`config.mk`:
```
export PLATFORM = sky130hd
export DESIGN_NAME = counter_multimode
export DESIGN_NICKNAME = d
export VERILOG_FILES = /design/src/rtl/counter_pkg.sv /design/src/rtl/counter_prescaler.sv /design/src/rtl/counter_multimode.sv
export SDC_FILE = /design/constraint.sdc
export NUM_CORES = 1
export LEC_CHECK = 0
export CORE_MARGIN = 4
export CORE_UTILIZATION = 30
export CTS_CLUSTER_SIZE = 10
export DETAILED_ROUTE_END_ITERATION = 16
export PLACE_DENSITY = 0.52
export SETUP_SLACK_MARGIN = 0.05
export SYNTH_ARGS = -nofsm -noshare
export SYNTH_HDL_FRONTEND = slang
export SYNTH_SLANG_ARGS = --single-unit
export TNS_END_PERCENT = 100
```
`constraint.sdc`:
```
create_clock -name clock -period 1.9 [get_ports clock]
set_input_delay 0.38 -clock clock [delete_from_list [all_inputs] [get_ports clock]]
set_output_delay 0.38 -clock clock [all_outputs]
set_load 0.02 [all_outputs]
```
`src/rtl/counter_pkg.sv`:
```
// Shared constants and helpers for the multimode counter.
package counter_pkg;

    // Ceiling log2, used to size the prescaler phase register.
    function automatic int clog2(input int value);
        int r;
        r = 0;
        while ((1 << r) < value) r++;
        return r;
    endfunction

    localparam int CNT_W_DEFAULT = 5;

    // Boundary behaviour selected by the saturate input.
    localparam logic MODE_WRAP = 1'b0;
    localparam logic MODE_SAT  = 1'b1;

    // Count direction selected by the up input.
    localparam logic DIR_UP    = 1'b1;
    localparam logic DIR_DOWN  = 1'b0;

endpackage

```
`src/rtl/counter_prescaler.sv`:
```
// Clock-enable prescaler: emits one tick every Prescale enabled cycles.
// With Prescale==1 the phase register is bypassed and tick follows enable.
module counter_prescaler
    import counter_pkg::*;
#(
    parameter int Prescale = 1
) (
    input  logic clock,
    input  logic reset,
    input  logic enable,
    input  logic restart,
    output logic tick
);

    generate
        if (Prescale == 1) begin : g_bypass
            assign tick = enable & ~restart;
        end else begin : g_div
            localparam int PH_W = clog2(Prescale);
            localparam logic [PH_W-1:0] LAST = PH_W'(Prescale - 1);

            logic [PH_W-1:0] phase;

            assign tick = enable & ~restart & (phase == LAST);

            // Phase advances on enable, wraps on the step cycle, holds otherwise.
            always_ff @(posedge clock) begin
                if (reset || restart)
                    phase <= '0;
                else if (enable)
                    phase <= (phase == LAST) ? '0 : phase + 1'b1;
            end
        end
    endgenerate

endmodule

```
`src/rtl/counter_multimode.sv`:
```
// Up/down counter with programmable modulus, wrap/saturate modes, parallel
// load, prescaled stepping, registered terminal-count pulse and sticky overflow.
module counter_multimode
    import counter_pkg::*;
#(
    parameter int Size     = CNT_W_DEFAULT,
    parameter int Modulus  = 2 ** Size,
    parameter int Prescale = 1
) (
    input  logic            clock,
    input  logic            reset,
    input  logic            enable,
    input  logic            up,
    input  logic            saturate,
    input  logic            load,
    input  logic [Size-1:0] load_value,
    input  logic            clear_flags,
    output logic [Size-1:0] count,
    output logic            tc,
    output logic            overflow
);

    localparam int W1 = Size + 1;
    localparam logic [W1-1:0]   MOD_EXT = W1'(Modulus);
    localparam logic [W1-1:0]   MAX_EXT = W1'(Modulus - 1);
    localparam logic [Size-1:0] MAX     = Size'(Modulus - 1);

    logic            tick;
    logic [W1-1:0]   cnt_ext;
    logic [W1-1:0]   inc;
    logic [W1-1:0]   dec;
    logic            at_max;
    logic            at_min;
    logic            boundary;
    logic [Size-1:0] step_val;
    logic [Size-1:0] load_clamped;

    counter_prescaler #(.Prescale(Prescale)) u_prescaler (
        .clock   (clock),
        .reset   (reset),
        .enable  (enable),
        .restart (load),
        .tick    (tick)
    );

    // Next-count candidates and boundary detect, all in Size+1 bits so the
    // carry/borrow and the load clamp compare never alias.
    always_comb begin
        cnt_ext      = {1'b0, count};
        inc          = cnt_ext + 1'b1;
        dec          = cnt_ext - 1'b1;
        at_max       = (inc == MOD_EXT);
        at_min       = dec[Size];
        boundary     = tick & ((up == DIR_UP) ? at_max : at_min);
        step_val     = count;
        if (up == DIR_UP)
            step_val = at_max ? ((saturate == MODE_SAT) ? MAX : '0) : inc[Size-1:0];
        else
            step_val = at_min ? ((saturate == MODE_SAT) ? '0 : MAX) : dec[Size-1:0];
        load_clamped = ({1'b0, load_value} > MAX_EXT) ? MAX : load_value;
    end

    // Count register: reset > load > step > hold.
    always_ff @(posedge clock) begin
        if (reset)
            count <= '0;
        else if (load)
            count <= load_clamped;
        else if (tick)
            count <= step_val;
    end

    // Terminal-count pulse aligned with the count that follows a boundary step.
    always_ff @(posedge clock) begin
        if (reset)
            tc <= 1'b0;
        else
            tc <= boundary;
    end

    // Sticky overflow; a boundary in the same cycle as clear_flags keeps it set.
    always_ff @(posedge clock) begin
        if (reset)
            overflow <= 1'b0;
        else if (boundary)
            overflow <= 1'b1;
        else if (clear_flags)
            overflow <= 1'b0;
    end

endmodule

```
# Yosys cells after proc, flatten, opt, wreduce, memory -nomap -nowiden
# Index checks and enable logic that the tools add are counted.
# totals
latch_bits	0
ramBits	0
ff_bits	7
memories	0
out_inout_bits	7
word_cells	21
input_bits	12
mem_bits_ro	0
# classes
n_addsub	2
n_shift	0
div	0
bitwise_logic	3
n_mul	0
eq_ne	1
reduce_logical	2
mux	10
n_lt_le_gt_ge	0
# op_table
cell	count
$mux W5	7
$add A5 B1 Y6 const B	1
$eq A6 B6 Y1 const B	1
$sub A5 B1 Y6 const B	1
$reduce_bool A2 Y1	2
$mux W1	3
$and A1 B1 Y1	2
$not A1 Y1	1

# Depth between registers and ports, before layout
# depth
ltp_word	6
ltp_mapped	7
depth_no_buf	6

# By module
# A second synthesis with hierarchy kept.
# hier_totals
hier_cells	76
hier_area_um2	585.6
# by_module_without_submodules
module	seq_area_each_um2	cells_each	area_per_inst_um2	n_inst
counter_multimode	140.1	75	571.8	1
counter_prescaler	0.0	1	13.8	1

# Worst setup path after synthesis
# Ideal clock, no wire load.
# synth_path
path_kind	flip-flop to flip-flop
startpoint	register count[1]
endpoint	register count[1]
path_slack_ns	0.097
period_less_slack_ns	1.803
path_buffers	1
path_stages_with_launch	6
setup_ns	0.116
arrival_ns	1.687
required_ns	1.784
path_cell_list	dfxtp_1 > buf_6 > or4_4 > nand3b_4 > a211o_1 > a41o_1
# synth_between
elab_chain_len	6
word_cells_on_any_way	8
cone_classes	2 x add/sub; 1 x eq/ne; 5 x mux
# synth_lines
item	line	text
start: declaration	counter_multimode.sv:18	output logic [Size-1:0] count,
start signal: assignment	counter_multimode.sv:68	count <= load_clamped;
start signal: assignment	counter_multimode.sv:70	count <= step_val;
$add A5 B1 Y6	counter_multimode.sv:50	inc = cnt_ext + 1'b1;
$eq A6 B6 Y1	counter_multimode.sv:52	at_max = (inc == MOD_EXT);
$mux W5	counter_multimode.sv:57	step_val = at_max ? ((saturate == MODE_SAT) ? MAX : '0) : inc[Size-1:0];
$mux W5 *	counter_multimode.sv:56	if (up == DIR_UP)
$mux W5 *	counter_multimode.sv:69	else if (tick)
$mux W5 *	counter_multimode.sv:67	else if (load)
# Every way passes the cells marked *; elsewhere a longest branch is shown, timed or not. The select of a mux whose other input is x is not followed.
# A chain may end at the register's enable or synchronous reset.

# Worst setup path in the final report
# layout_path
startpoint	register count[2]
endpoint	output port count[2]
# No word-level cell between the ends.

==> results.json <==
{
  "holdCritPathClass": "register to register",
  "path_buf_inv": 2,
  "worstPathRequired_ns": 1.52,
  "end_kind": "output port",
  "die_w_um": 55.1,
  "io_buffers": 18,
  "dp.cells": 129,
  "clkLatencyLatePin_ns": 0.25,
  "cts_buffers": 3,
  "htreeDepth": 1,
  "initial_core_util_pct": 32.6,
  "critical_path.max_fanout": 10,
  "core_um2": 2040,
  "async_reset_ff_share_pct": 0,
  "wirelength_um": 1790,
  "ir_drop_uv": 310,
  "clock-sinks": 7,
  "rsz0062_at_grt": "false",
  "dieArea_um2": 3040,
  "diodes": 0,
  "synthFlopType": "dfxtp_1",
  "drtIter0Drc": 20,
  "place.gp.congestion": 0.854,
  "path_class": "register to output port",
  "finalHoldViolCount": 0,
  "final_net_count": 121,
  "min_period_over_period_pct": 92.3,
  "tightest_slew_ns": 0.347,
  "cts_tree": "yes",
  "drtAntennaViolNets": 0,
  "num-fill-cells": 221,
  "crit_path_top_delay_cell": "clkdlybuf4s50_1",
  "grt_use_total_pct": 12.9,
  "drive_gt1_share_pct": 19.8,
  "place_ws_ns": 0.169,
  "synth-edff-count": 0,
  "rows": 16,
  "ios": 19,
  "place_area_um2": 867,
  "cts_root_buf": "clkbuf_4",
  "final_core_util_pct": 43.9,
  "syn-num-nets": 97,
  "setup_ws_ns": 0.146,
  "overflow": 0,
  "syn_inst": 83,
  "netlist_area_um2": 666,
  "synth_top_area_share_pct": 21.1,
  "fin_crit_ns": 1.75,
  "antenna_found_initial": 0,
  "synth-warning-count": 0,
  "synth_top_cell_by_area": "dfxtp_1",
  "fmax_ghz": 0.570,
  "grt_max_degree": 13,
  "power.density_nw_per_um2": 558,
  "power.leakage_nw": 0.335,
  "clk_pin_slew_ns": 0.06,
  "max_slew_margin_pct": 76.8,
  "tns_ns": 0,
  "wl_per_cell_um": 13.5,
  "synthTopCellsByArea": "dfxtp_1 (21%), o21ai_0 (6.0%), a21oi_1 (5.3%)",
  "finClkSkew_ns": 0.00347,
  "status": "completed",
  "cap_viol_max_count": 0,
  "crit_chain": "buf_4 > clkdlybuf4s50_1",
  "grt_pass1_wl_um": 2790,
  "drc": 0,
  "final-setup-viol-count": 0,
  "viasPerCell": 5.40,
  "ys_seq_area_share_pct": 21.1,
  "dp_hpwl_um": 1340,
  "slowest_delay_ns": 0.62,
  "dr.pass1.iters": 4,
  "netlist_top_cells_count": "o21ai_0 (8), a21oi_1 (7), dfxtp_1 (7), nor3_1 (6)",
  "cts_buffer_depth": 2,
  "ys_ff_latch": 7,
  "yosysMostFrequentCell": "o21ai_0",
  "synth.distinct_cells": 36,
  "finalNonFillerCells": 133,
  "finalMaxSlewViolations": 0,
  "crit_arrival_ns": 1.37,
  "vias": 718,
  "final_area_um2": 896,
  "cp_top_family": "buffers and inverters",
  "start_kind": "register",
  "die_y_um": 55.1,
  "area_growth_pct": 34.6,
  "avgSynthCellArea_um2": 8.02,
  "first_global_vias": 624
}
## cell type report
class                   count  area, um2  share of cell area, %
well taps                  27       33.8                   3.77
clock buffers               4       26.3                   2.93
repair buffers             26        240                   26.8
flip-flops and latches      7        143                   15.9
inverters                   3       11.3                   1.26
multi-input cells          66        442                   49.3
## per-layer routing
layer  up-vias  routed length (um)  share of wire (%)  global-route usage [%]
met1       332                 825                 46                    16.7
met3         0                 130                7.3                    4.83
met2        28                 835                 47                    19.5
met4         0                   0                  0                    4.45
met5         -                   0                  0                       0
li1        358                   -                  -                       -
## sequential cells by signal (all words and copies together) (netlist names)
register,count
count,5
tc,1
overflow,1
## through the flow
stage                     total power, mW  hold slack, ns
after floorplan                     0.296           0.449
after global placement              0.364           0.446
after detailed placement            0.363           0.450
after CTS                           0.504           0.461
after global routing                0.535           0.495
final                               0.500           0.456
## logic make-up (layout without fill, tap and decap cells)
family,count (synthesis),count (layout),share of synthesized area [%]
buffers and inverters,10,33,12.6
XOR/XNOR,3,3,3.95
AND/OR/NAND/NOR,35,35,34.2
AO/OA/AOI/OAI,26,26,24.4
adder cells (fa/ha/maj),2,2,3.76
flip-flops,7,7,21.1
## report_power, final
group          internal [mW]  switching (mW)  total, mW
Combinational          0.101          0.0897      0.191
Clock                 0.0803          0.0580      0.138
Sequential             0.157          0.0128      0.170
Total                  0.339           0.161      0.500
## worst reg2reg max path, stage by stage, from the launching register on
cell	delay [ns]
dfxtp_1	0.31
or4_4	0.58
nand3b_4	0.18
a211o_1	0.26
a41o_1	0.21
## timing repair
action,in CTS,in global routing
buffers inserted,0,0
resized for setup,1,1
hold buffers,0,0
endpoints found under the setup margin,1,1
gates cloned,0,0
## final timing paths
kind	startpoint	to	slack [ns]	cells past startpoint
setup / recovery	count[2]	count[2]	0.15	2
hold reg to reg	overflow	overflow	0.46	1
setup reg to reg	count[1]	count[1]	0.25	4
hold / removal	overflow	overflow	0.46	1
## placed cells by master, fill, tap and decap left out, types with 2 or more instances in the layout
cell             instances
inv_1                    3
dfxtp_2                  2
buf_4                    8
dfxtp_1                  5
and2b_2                  2
clkdlybuf4s50_1         18
o21ai_0                  8
nor3_1                   6
xnor2_1                  2
nand3_1                  4
clkbuf_4                 3
ha_1                     2
nand4_1                  3
nor3b_1                  3
o22ai_1                  3
nand2_1                  4
a21oi_1                  7
nor2_1                   4
Note: power is estimated with default switching activity, not from simulation.
